--- src/rtl/fp_addsub_pipe.sv ---
// Pipelined IEEE-754 add/sub (generic widths): 4-cycle latency, one op per cycle.
// Backpressure: out_valid && !out_ready freezes every stage and drops in_ready.
module fp_addsub_pipe #(
    parameter int EXP_W = 8,
    parameter int MAN_W = 23,
    localparam int W = 1 + EXP_W + MAN_W
) (
    input  logic         clk,
    input  logic         rst,
    input  logic         in_valid,
    output logic         in_ready,
    input  logic [W-1:0] in1,
    input  logic [W-1:0] in2,
    input  logic         op_sub,
    input  logic [2:0]   rounding_mode,
    output logic         out_valid,
    input  logic         out_ready,
    output logic [W-1:0] out,
    output logic [2:0]   exception
);
    localparam int FW = MAN_W + 4;
    localparam int EW = EXP_W + $clog2(FW) + 2;
    localparam logic [2:0] RM_RNE = 3'd0;
    localparam logic [2:0] RM_RTZ = 3'd1;
    localparam logic [2:0] RM_RDN = 3'd2;
    localparam logic [2:0] RM_RUP = 3'd3;
    localparam logic [2:0] RM_RMM = 3'd4;
    localparam logic [EXP_W-1:0] EMAX = '1;
    localparam logic [EXP_W-1:0] EBIG = {{(EXP_W-1){1'b1}}, 1'b0};
    localparam logic [W-1:0] QNAN = {1'b0, {EXP_W{1'b1}}, 1'b1, {(MAN_W-1){1'b0}}};

    logic stall;
    assign stall    = out_valid && !out_ready;
    assign in_ready = !stall && !rst;

    // Stage registers
    logic v0, v1, v2, v3;
    logic [W-1:0] a0, b0;
    logic [2:0] rm0, rm1, rm2, rm3;
    logic spec1, spec2, spec3, sinv1, sinv2, sinv3;
    logic [W-1:0] sres1, sres2, sres3;
    logic sign1, sign2, sign3, sub1, zsign1, zsign2, zsign3;
    logic [EXP_W-1:0] exp1, exp2;
    logic [FW-1:0] fb1, fs1, mn3;
    logic [FW:0] sum2;
    logic zero3, uf3;
    logic [EW-1:0] exp3;

    // S1: unpack, classify, order by magnitude, align the smaller operand
    logic sa, sb;
    logic [EXP_W-1:0] ea, eb, e_big, e_sml, e_diff;
    logic [MAN_W-1:0] ma, mb, ma_f, mb_f;
    logic a_nan, b_nan, a_snan, b_snan, a_inf, b_inf, a_ge;
    logic [FW-1:0] f_big, f_sml, f_aln;
    logic [2*FW-1:0] f_wide;
    logic s1_spec, s1_sinv, s1_sign, s1_sub, s1_zsign;
    logic [W-1:0] s1_sres;
    int sh;

    assign {sa, ea, ma} = a0;
    assign {sb, eb, mb} = b0;
    assign a_nan  = (&ea) && (|ma);
    assign b_nan  = (&eb) && (|mb);
    assign a_snan = a_nan && !ma[MAN_W-1];
    assign b_snan = b_nan && !mb[MAN_W-1];
    assign a_inf  = (&ea) && !(|ma);
    assign b_inf  = (&eb) && !(|mb);

    always_comb begin
        ma_f = (ea == '0) ? '0 : ma;
        mb_f = (eb == '0) ? '0 : mb;
        a_ge = {ea, ma_f} >= {eb, mb_f};
        if (a_ge) begin
            e_big = ea; e_sml = eb; s1_sign = sa;
            f_big = {|ea, ma_f, 3'b000};
            f_sml = {|eb, mb_f, 3'b000};
        end else begin
            e_big = eb; e_sml = ea; s1_sign = sb;
            f_big = {|eb, mb_f, 3'b000};
            f_sml = {|ea, ma_f, 3'b000};
        end
        e_diff = e_big - e_sml;
        sh     = (int'(e_diff) > FW - 1) ? FW - 1 : int'(e_diff);
        // Lower half of the wide shift catches everything pushed past sticky
        f_wide = {f_sml, {FW{1'b0}}} >> sh;
        f_aln  = {f_wide[2*FW-1:FW+1], f_wide[FW] | (|f_wide[FW-1:0])};
        s1_sub   = sa ^ sb;
        s1_zsign = s1_sub ? (rm0 == RM_RDN) : sa;
        s1_spec  = a_nan || b_nan || a_inf || b_inf;
        s1_sinv  = 1'b0;
        if (a_nan || b_nan) begin
            s1_sres = QNAN;
            s1_sinv = a_snan || b_snan;
        end else if (a_inf && b_inf && s1_sub) begin
            s1_sres = QNAN;
            s1_sinv = 1'b1;
        end else if (a_inf) begin
            s1_sres = {sa, EMAX, {MAN_W{1'b0}}};
        end else begin
            s1_sres = {sb, EMAX, {MAN_W{1'b0}}};
        end
    end

    // S2: magnitude add or subtract; aligned smaller never exceeds larger
    logic [FW:0] s2_sum;
    always_comb begin
        if (sub1) s2_sum = {1'b0, fb1} - {1'b0, fs1};
        else      s2_sum = {1'b0, fb1} + {1'b0, fs1};
    end

    // S3: leading-zero count and normalise
    logic [EW-1:0] lz, s3_exp;
    logic [FW-1:0] s3_mn;
    logic s3_zero, s3_uf;
    always_comb begin
        lz = '0;
        for (int i = 0; i < FW; i++) begin
            if (sum2[i]) lz = EW'(FW - 1 - i);
        end
        s3_zero = !(|sum2);
        if (sum2[FW]) begin
            s3_mn  = {sum2[FW:2], sum2[1] | sum2[0]};
            s3_exp = {{(EW-EXP_W){1'b0}}, exp2} + {{(EW-1){1'b0}}, 1'b1};
        end else begin
            s3_mn  = sum2[FW-1:0] << lz;
            s3_exp = {{(EW-EXP_W){1'b0}}, exp2} - lz;
        end
        s3_uf = !s3_zero && (s3_exp[EW-1] || s3_exp == '0);
    end

    // S4: round, detect overflow, pack
    logic g, r, st, lsb, inx, inc, ovf, use_inf;
    logic [MAN_W+1:0] rnd;
    logic [MAN_W-1:0] man_r;
    logic [EW-1:0] er;
    logic [W-1:0] s4_res;
    logic [2:0] s4_exc;
    always_comb begin
        lsb = mn3[3];
        g   = mn3[2];
        r   = mn3[1];
        st  = mn3[0];
        inx = g | r | st;
        case (rm3)
            RM_RTZ:  inc = 1'b0;
            RM_RDN:  inc = sign3 & inx;
            RM_RUP:  inc = !sign3 & inx;
            RM_RMM:  inc = g;
            default: inc = g & (r | st | lsb);
        endcase
        rnd   = {1'b0, mn3[FW-1:3]} + {{(MAN_W+1){1'b0}}, inc};
        er    = exp3 + {{(EW-1){1'b0}}, rnd[MAN_W+1]};
        man_r = rnd[MAN_W+1] ? rnd[MAN_W:1] : rnd[MAN_W-1:0];
        ovf   = !er[EW-1] && (er >= {{(EW-EXP_W){1'b0}}, EMAX});
        case (rm3)
            RM_RTZ:  use_inf = 1'b0;
            RM_RUP:  use_inf = !sign3;
            RM_RDN:  use_inf = sign3;
            default: use_inf = 1'b1;
        endcase
        if (spec3) begin
            s4_res = sres3;
            s4_exc = {sinv3, 2'b00};
        end else if (zero3) begin
            s4_res = {zsign3, {(W-1){1'b0}}};
            s4_exc = 3'b000;
        end else if (uf3) begin
            s4_res = {sign3, {(W-1){1'b0}}};
            s4_exc = 3'b001;
        end else if (ovf) begin
            s4_res = use_inf ? {sign3, EMAX, {MAN_W{1'b0}}} : {sign3, EBIG, {MAN_W{1'b1}}};
            s4_exc = 3'b011;
        end else begin
            s4_res = {sign3, er[EXP_W-1:0], man_r};
            s4_exc = {2'b00, inx};
        end
    end

    always_ff @(posedge clk) begin
        if (rst) begin
            v0        <= 1'b0;
            v1        <= 1'b0;
            v2        <= 1'b0;
            v3        <= 1'b0;
            out_valid <= 1'b0;
            out       <= '0;
            exception <= '0;
        end else if (!stall) begin
            v0  <= in_valid && in_ready;
            a0  <= in1;
            b0  <= {in2[W-1] ^ op_sub, in2[W-2:0]};
            rm0 <= (rounding_mode > RM_RMM) ? RM_RNE : rounding_mode;

            v1     <= v0;
            rm1    <= rm0;
            spec1  <= s1_spec;
            sres1  <= s1_sres;
            sinv1  <= s1_sinv;
            sign1  <= s1_sign;
            sub1   <= s1_sub;
            zsign1 <= s1_zsign;
            exp1   <= e_big;
            fb1    <= f_big;
            fs1    <= f_aln;

            v2     <= v1;
            rm2    <= rm1;
            spec2  <= spec1;
            sres2  <= sres1;
            sinv2  <= sinv1;
            sign2  <= sign1;
            zsign2 <= zsign1;
            exp2   <= exp1;
            sum2   <= s2_sum;

            v3     <= v2;
            rm3    <= rm2;
            spec3  <= spec2;
            sres3  <= sres2;
            sinv3  <= sinv2;
            sign3  <= sign2;
            zsign3 <= zsign2;
            zero3  <= s3_zero;
            uf3    <= s3_uf;
            exp3   <= s3_exp;
            mn3    <= s3_mn;

            out_valid <= v3;
            out       <= s4_res;
            exception <= s4_exc;
        end
    end
endmodule

--- config.mk ---
export PLATFORM = sky130hd
export DESIGN_NAME = fp_addsub_pipe
export DESIGN_NICKNAME = d
export VERILOG_FILES = /design/src/rtl/fp_addsub_pipe.sv
export SDC_FILE = /design/constraint.sdc
export NUM_CORES = 1
export LEC_CHECK = 0
export ABC_AREA = 1
export CAP_MARGIN = 20
export CORE_UTILIZATION = 50
export CTS_BUF_LIST = sky130_fd_sc_hd__clkbuf_4 sky130_fd_sc_hd__clkbuf_8
export DETAILED_ROUTE_END_ITERATION = 10
export HOLD_SLACK_MARGIN = 0.03
export PLACE_DENSITY = 0.69
export SYNTH_ARGS = -nofsm -noshare
export SYNTH_HDL_FRONTEND = slang
export SYNTH_SLANG_ARGS = --single-unit
export TNS_END_PERCENT = 50
--- constraint.sdc ---
create_clock -name clk -period 13.5 [get_ports clk]
set_input_delay 1.35 -clock clk [delete_from_list [all_inputs] [get_ports clk]]
set_output_delay 1.35 -clock clk [all_outputs]
set_load 0.01 [all_outputs]
# After elaboration in Yosys (flattened, before gate mapping)
# Index checks and enable logic that the tools add are counted.
# totals
register_bits,367
wordCells,165
# classes
n_addsub,7
n_shift,2
eq_ne,5
n_reduce_logical,41
bitwise_logic,13
order_cmp,4
mux,54
# op_table
operator,count
two-way mux 15 bit,27
two-way mux 32 bit,3
two-way mux 23 bit,3
two-way mux 31 bit,2
two-way mux 27 bit,2
right shift 54 x 8 -> 54 bit,1
OR reduction 23 bit,2
greater-or-equal comparator 31 bit,1
adder 27 x 27 -> 28 bit,1
two-way mux 28 bit,1
OR reduction 28 bit,1
subtractor 27 x 27 -> 28 bit,1
OR reduction 27 bit,1
left shift 27 x 15 -> 27 bit,1
two-way mux 26 bit,1
adder 24 x 1 -> 25 bit,1
two-way mux 24 bit,1
two-way mux 8 bit,3
zero test 8 bit,2
AND reduction 8 bit,2
OR reduction 8 bit,2
adder 15 x 1 -> 15 bit,1
greater-or-equal comparator 15 x 8 -> 1 bit (second input constant),1
zero test 15 bit,1
23 further kinds,64

# Longest topological paths before layout
# Gate-level depths: netlist (run 1).
# logic_depth
ltp_word,32
ltp_mapped,47
mapped_depth_nobuf,43

# Worst setup path after synthesis (run 1)
# OpenSTA, ideal clock, no wires.
# synth_path
path_kind,input to output
start,in rst
end,out in_ready
arrival_time_ps,11419
path_stages,2
t_required_ps,12150
slack_ps,731
cell_sequence,clkbuf_1 -> nor2_1
# synth_between
elab_chain_cells,2
# synth_lines
element,line_no,rtl
"start, declared",9,"input logic rst,"
zero test 1 bit,34,assign in_ready = !stall && !rst;
logical AND 1 bit,34,
"end, declared",11,"output logic in_ready,"
# No other way between the ends.

# Final worst setup path (run 1)
# layout_path
start,reg a0[29]
end,"reg fs1[0], data pin"
# layout_between
elab_chain_cells,10
elab_cells_between_ends,13
# layout_lines
element,line_no,rtl
"start, declared",38,"logic [W-1:0] a0, b0;"
"start signal, assigned",190,a0 <= in1;
zero test 8 bit,70,ma_f = (ea == '0) ? '0 : ma;
two-way mux 23 bit,70,
greater-or-equal comparator 31 bit,72,"a_ge = {ea, ma_f} >= {eb, mb_f};"
two-way mux 8 bit,73,if (a_ge) begin
subtractor 8 bit,82,e_diff = e_big - e_sml;
greater-than comparator 8 x 5 -> 1 bit,83,sh = (int'(e_diff) > FW - 1) ? FW - 1 : int'(e_diff);
two-way mux 8 bit,83,
right shift 54 x 8 -> 54 bit *,85,"f_wide = {f_sml, {FW{1'b0}}} >> sh;"
OR reduction 27 bit,86,"f_aln = {f_wide[2*FW-1:FW+1], f_wide[FW] | (|f_wide[FW-1:0])};"
bitwise OR 1 bit *,86,
via f_aln[0],54,"logic [FW-1:0] f_big, f_sml, f_aln;"
"end signal, assigned",204,fs1 <= f_aln;
"end, declared",44,"logic [FW-1:0] fb1, fs1, mn3;"
# Mark *: on every way through the listed nets, which the timed path passes. The rest lies on a longest branch.
# A chain may end at the register's enable or synchronous reset.

==> run summary, run 1 <==
status: completed
switching part of the total power: 36.9%
Rel. slew slack: 34.1%
Final Cycle Share: 52.0%
Post-Syn Nets: 2344
sequential share of power: 40.6%
gpl congestion: 0.962
FILL cells: 3208
Routed WL: 47500 um
WP data required: 13.86 ns
grt ovf: 0
CTS Root Cell: clkbuf_8
#FFs+latches synth: 274
CP max FO: 31
share of layout cells above drive strength 1: 5.84%
largest net degree at the start of global routing: 154
CP most frequent cell: nand2_1
Yosys warnings: 0
leak pwr: 8.35 nW
Syn Area/Cell: 7.88 sq um
# port buffers: 108
most frequent cells in the layout: 559 x nand2_1, 234 x edfxtp_1, 222 x inv_1, 214 x nor2_1, 199 x nand3_1
Die H: 189 um
Sw Pwr: 1.04 mW
first-pass GRT wire length: 74900 um
mapped cell area: 0.0174 sq mm
# nets final: 2433
antenna cells: 0
Avg Vias per Cell: 5.56
cells resized by post-CTS repair: 0
row cnt: 68
Most used DFF post-synth: edfxtp_1
Slew @ Worst Pin: 0.988 ns
CP endpoint kind: register
synth-to-layout area growth: 13.2%
largest cells by area after synthesis: edfxtp_1 40%, nand2_1 12%, nand3_1 5.7%
clk_lat worst skew: 0.61 ns
Top Family by Delay on Critical Path: simple AND/OR/NAND/NOR gates
CP max stage cell: clkinv_1
Max-Cap Viols: 0
# clock sinks: 274
Distinct cells, synth: 58
Cell Int Power: 1.77 mW
Comb pwr share: 33.1%
Initial Utilization: 50.6%
drt pass-1 iters: 6
post-DP HPWL: 36600 um
class of the tightest hold or removal check: register to register
number of CTS-inserted buffers: 46
Overall Power: 2.81 mW
max incr delay on CP: 0.84 ns
buffers plus inverters on the worst setup path: 3
chip width: 189 um
full die area: 0.0356 sq mm
Fin. Hold Viols: 0
R2R Path Start: a0[29]
CTS tree: yes
Longest Clk Path Bufs: 3
setup TNS: 0 ns
clk_skew: 0.0244 ns
Setup violations, final: 0
Post-CTS Setup Bufs: 0
Cells after Synth: 2212
Worst IR Drop VDD: 0.0901 mV
Ports: 109
CP startpoint: a0[29]
RSZ-0062 raised after global routing: no
asr flop ratio synth: 0%
Final ANT Viol Nets: 0
Period minus WS final: 7.02 ns
critical path class: register to register
core footprint: 0.0345 sq mm
DRC: 0
hold_sp: zsign2
Clk pwr share: 26.3%
commonest non-fill, non-tap cell in the layout: nand2_1
initial antenna violation count: 0
per-cell routed wire length: 17.1 um
Yosys top cell area share: 40.3%
highest clock rate: 142 MHz
number of enable flip-flop cells after synthesis: 234
Final Max Tran Viols: 0
startpoint class of the critical path: register
All-Layer GR Usage: 26.7%
1st-iter DRT viols: 1275
post-synth top area cell: edfxtp_1
total number of vias: 15500
Hold Buf Count CTS: 0
Seq/Total Area, Yosys: 44.9%
htree depth: 2
Pwr Density: 143 mW/mm^2
arrival time worst endpoint: 7.38 ns
clock slew at reported path FFs: 0.06 ns
vias in the first global route: 14600
## synthesized netlist by cell type, drive strengths merged (3+ instances only)
cell type / count
mux2i: 4
clkinv: 4
or2: 8
xor2: 58
a21oi: 96
o21ai: 196
clkbuf: 54
a21o: 3
ha: 59
nor3: 36
o31ai: 12
nand3: 210
a211oi: 4
nor4: 22
o22ai: 43
edfxtp: 234
buf: 23
dfxtp: 40
a31oi: 5
nand2: 578
inv: 226
nand4: 24
xnor2: 22
nor2: 221
o221ai: 4
o21bai: 5
## power by group through the flow
stage | clock network (mW) | registers (mW) | logic (mW)
6_report | 0.740 | 1.14 | 0.932
5_1_grt | 0.794 | 1.15 | 1.04
4_1_cts | 0.761 | 1.14 | 0.920
3_5_place_dp | 0 | 1.16 | 0.915
3_3_place_gp | 0 | 1.16 | 0.911
2_1_floorplan | 0 | 1.14 | 0.676
## cell type report
| class | instances | area [sq um] | area share (%) |
|---|---|---|---|
| Multi-Input combinational cell | 1631 | 8400 | 42.6 |
| Sequential cell | 274 | 7830 | 39.7 |
| Timing Repair Buffer | 118 | 1170 | 5.92 |
| Inverter | 230 | 863 | 4.38 |
| Clock buffer | 57 | 722 | 3.66 |
| Tap cell | 455 | 569 | 2.89 |
| Clock inverter | 20 | 183 | 0.926 |
## sequential cells by signal, summed over array words and instances, names as in the netlist, 8 cells and up
register,cells
out,32
sum2,28
exp2,8
a0,32
mn3,27
exp1,8
fb1,24
exp3,15
b0,32
fs1,27
## per-layer routing
metal	GRT usage (%)	vias up	share of wire, %
met4	10.8	0	3.5
li1	-	7697	-
met3	4.28	109	5.1
met5	0	-	0
met1	32.8	7181	42
met2	46.4	489	49
## final timing paths
check / cells after the start / slack (ns) / to
min: 0 / 0.40 / zsign3
max: 39 / 6.48 / fs1[0]
min reg2reg: 0 / 0.40 / zsign3
max reg2reg: 39 / 6.48 / fs1[0]
## kinds of logic after synthesis
kind of cell | Yosys count | synth area share [%]
compound gates | 378 | 11.9
buf+inv | 307 | 6.99
simple gates | 1108 | 27.6
mux | 5 | 0.294
fa+ha+maj | 60 | 4.35
flops | 274 | 44.9
xor+xnor | 80 | 4.02
## metrics by stage
step           instance area (sq um)  hold slack (ns)  std cells  utilization [%]  setup WS, ns
6_report                       19700            0.403       2785             57.3          6.48
5_1_grt                        19700            0.416       2785             57.3          5.71
3_3_place_gp                   18800            0.404       2708             54.6          6.68
3_5_place_dp                   18800            0.405       2708             54.6          6.61
2_1_floorplan                  17400            0.400       2212                -         0.731
4_1_cts                        19700            0.403       2785             57.3          6.59
No activity file was read; power rests on OpenSTA's default activity.
==> run 2, diff against run 1 <==
--- a/config.mk
+++ b/config.mk
@@ -11,7 +11,7 @@
 export CTS_BUF_LIST = sky130_fd_sc_hd__clkbuf_4 sky130_fd_sc_hd__clkbuf_8
 export DETAILED_ROUTE_END_ITERATION = 10
 export HOLD_SLACK_MARGIN = 0.03
-export PLACE_DENSITY = 0.69
+export PLACE_DENSITY = 0.72
 export SYNTH_ARGS = -nofsm -noshare
 export SYNTH_HDL_FRONTEND = slang
 export SYNTH_SLANG_ARGS = --single-unit
==> constraint.sdc (replaced) <==
create_clock -name clk -period 5.9 [get_ports clk]
set_input_delay 0.59 -clock clk [delete_from_list [all_inputs] [get_ports clk]]
set_output_delay 0.59 -clock clk [all_outputs]
set_load 0.01 [all_outputs]
==> run 2 against run 1 <==
Effect of this change:
- largest cell class unchanged
- critical path depth is 3 lower
- critical endpoint is now out[18]
- register-to-register slack got worse by 6.3 ns
- count of clock-buffer cells in the layout is 7 higher
==> run summary, run 2 (synthesis gave the netlist of run 1 again) <==
Period minus WS final: 5.67 ns
Final ANT Viol Nets: 0
number of CTS-inserted buffers: 47
CTS tree: yes
Routed WL: 47400 um
share of layout cells above drive strength 1: 9.62%
# port buffers: 108
DRC: 0
CP max FO: 7
Pwr Density: 318 mW/mm^2
setup TNS: 0 ns
# nets final: 2487
grt ovf: 0
# clock sinks: 274
Avg Vias per Cell: 5.52
Slew @ Worst Pin: 0.938 ns
CP endpoint kind: register
drt pass-1 iters: 6
Hold Slack: 0.379 ns
row cnt: 68
1st-iter DRT viols: 1413
Final Max Tran Viols: 0
clk_skew: 0.0513 ns
htree depth: 2
FILL cells: 3123
Longest Clk Path Bufs: 3
Worst IR Drop VDD: 0.220 mV
Setup violations, final: 0
Max-Cap Viols: 0
startpoint class of the critical path: register
Top Family by Delay on Critical Path: simple AND/OR/NAND/NOR gates
arrival time worst endpoint: 6.19 ns
clock slew at reported path FFs: 0.06 ns
class of the tightest hold or removal check: register to register
antenna cells: 0
vias in the first global route: 14900
Initial Utilization: 50.6%
max incr delay on CP: 0.45 ns
Ports: 109
chip width: 189 um
synth-to-layout area growth: 17.1%
gpl congestion: 0.966
Rel. slew slack: 37.0%
post-DP HPWL: 36000 um
All-Layer GR Usage: 26.4%
RSZ-0062 raised after global routing: yes
largest net degree at the start of global routing: 130
Final Cycle Share: 96.2%
first-pass GRT wire length: 74600 um
CTS Root Cell: clkbuf_8
full die area: 0.0356 sq mm
Top Registers: a0 (32), b0 (32), out (32)
per-cell routed wire length: 16.6 um
WP data required: 6.41 ns
total number of vias: 15700
commonest non-fill, non-tap cell in the layout: nand2_1
Die H: 189 um
leak pwr: 8.64 nW
status: completed
CP max stage cell: or3_4
clk_lat worst skew: 0.64 ns
final core occ: 59.2%
critical path class: register to register
most frequent cells in the layout: 554 x nand2_1, 234 x edfxtp_1, 218 x inv_1, 203 x nor2_1, 197 x nand3_1
core footprint: 0.0345 sq mm
Fin. Hold Viols: 0
highest clock rate: 176 MHz
buffers plus inverters on the worst setup path: 5
initial antenna violation count: 0
-- run 2: metal layers --
metal	track usage (%)	up-vias	share of wire, %
li1	-	7813	-
met1	32.4	7231	42
met2	46.3	541	50
met3	3.87	122	5.0
met4	10.7	0	3.8
met5	0	-	0
-- run 2: stage by stage --
| stage | setup WS (ns) | instances | total power [mW] | area [sq um] |
|---|---|---|---|---|
| after floorplan | 0.803 | 2212 | 4.13 | 17400 |
| after global placement | 0.131 | 2738 | 4.78 | 19100 |
| after detailed placement | -0.129 | 2738 | 4.79 | 19100 |
| after CTS | 0.0858 | 2824 | 6.46 | 20000 |
| after global routing | -0.271 | 2847 | 6.93 | 20400 |
| final | 0.227 | 2847 | 6.50 | 20400 |
-- run 2: repair_timing --
| action | CTS | global route |
|---|---|---|
| hold buffers | 0 | 0 |
| resized for setup | 2 | 50 |
| endpoints found under the setup margin | 22 | 42 |
| gates cloned | 0 | 4 |
| pin swaps | 0 | 18 |
| setup buffers | 0 | 19 |
-- run 2: area by class of cell --
cell class / count / area [sq um] / share of cell area (%)
flip-flops and latches: 274 / 7830 / 38.3
well taps: 455 / 569 / 2.79
repair inverters: 3 / 22.5 / 0.110
inverters: 230 / 870 / 4.26
clock buffers: 64 / 774 / 3.79
clock inverters: 22 / 133 / 0.650
repair buffers: 167 / 1620 / 7.96
multi-input cells: 1632 / 8590 / 42.1
-- run 2: final timing paths --
path                   from         to  slack (ns)  depth (start not counted)
setup / recovery      sign3    out[18]        0.23                         36
hold / removal    sres1[31]  sres2[31]        0.38                          0
setup reg to reg      sign3    out[18]        0.23                         36
hold reg to reg   sres1[31]  sres2[31]        0.38                          0
-- run 2: power breakdown --
group | leakage, nW | switching (mW) | internal [mW]
clock | 0.484 | 0.793 | 0.864
sequential | 2.64 | 0.197 | 2.42
combinational | 5.52 | 1.45 | 0.770
total | 8.64 | 2.44 | 4.05
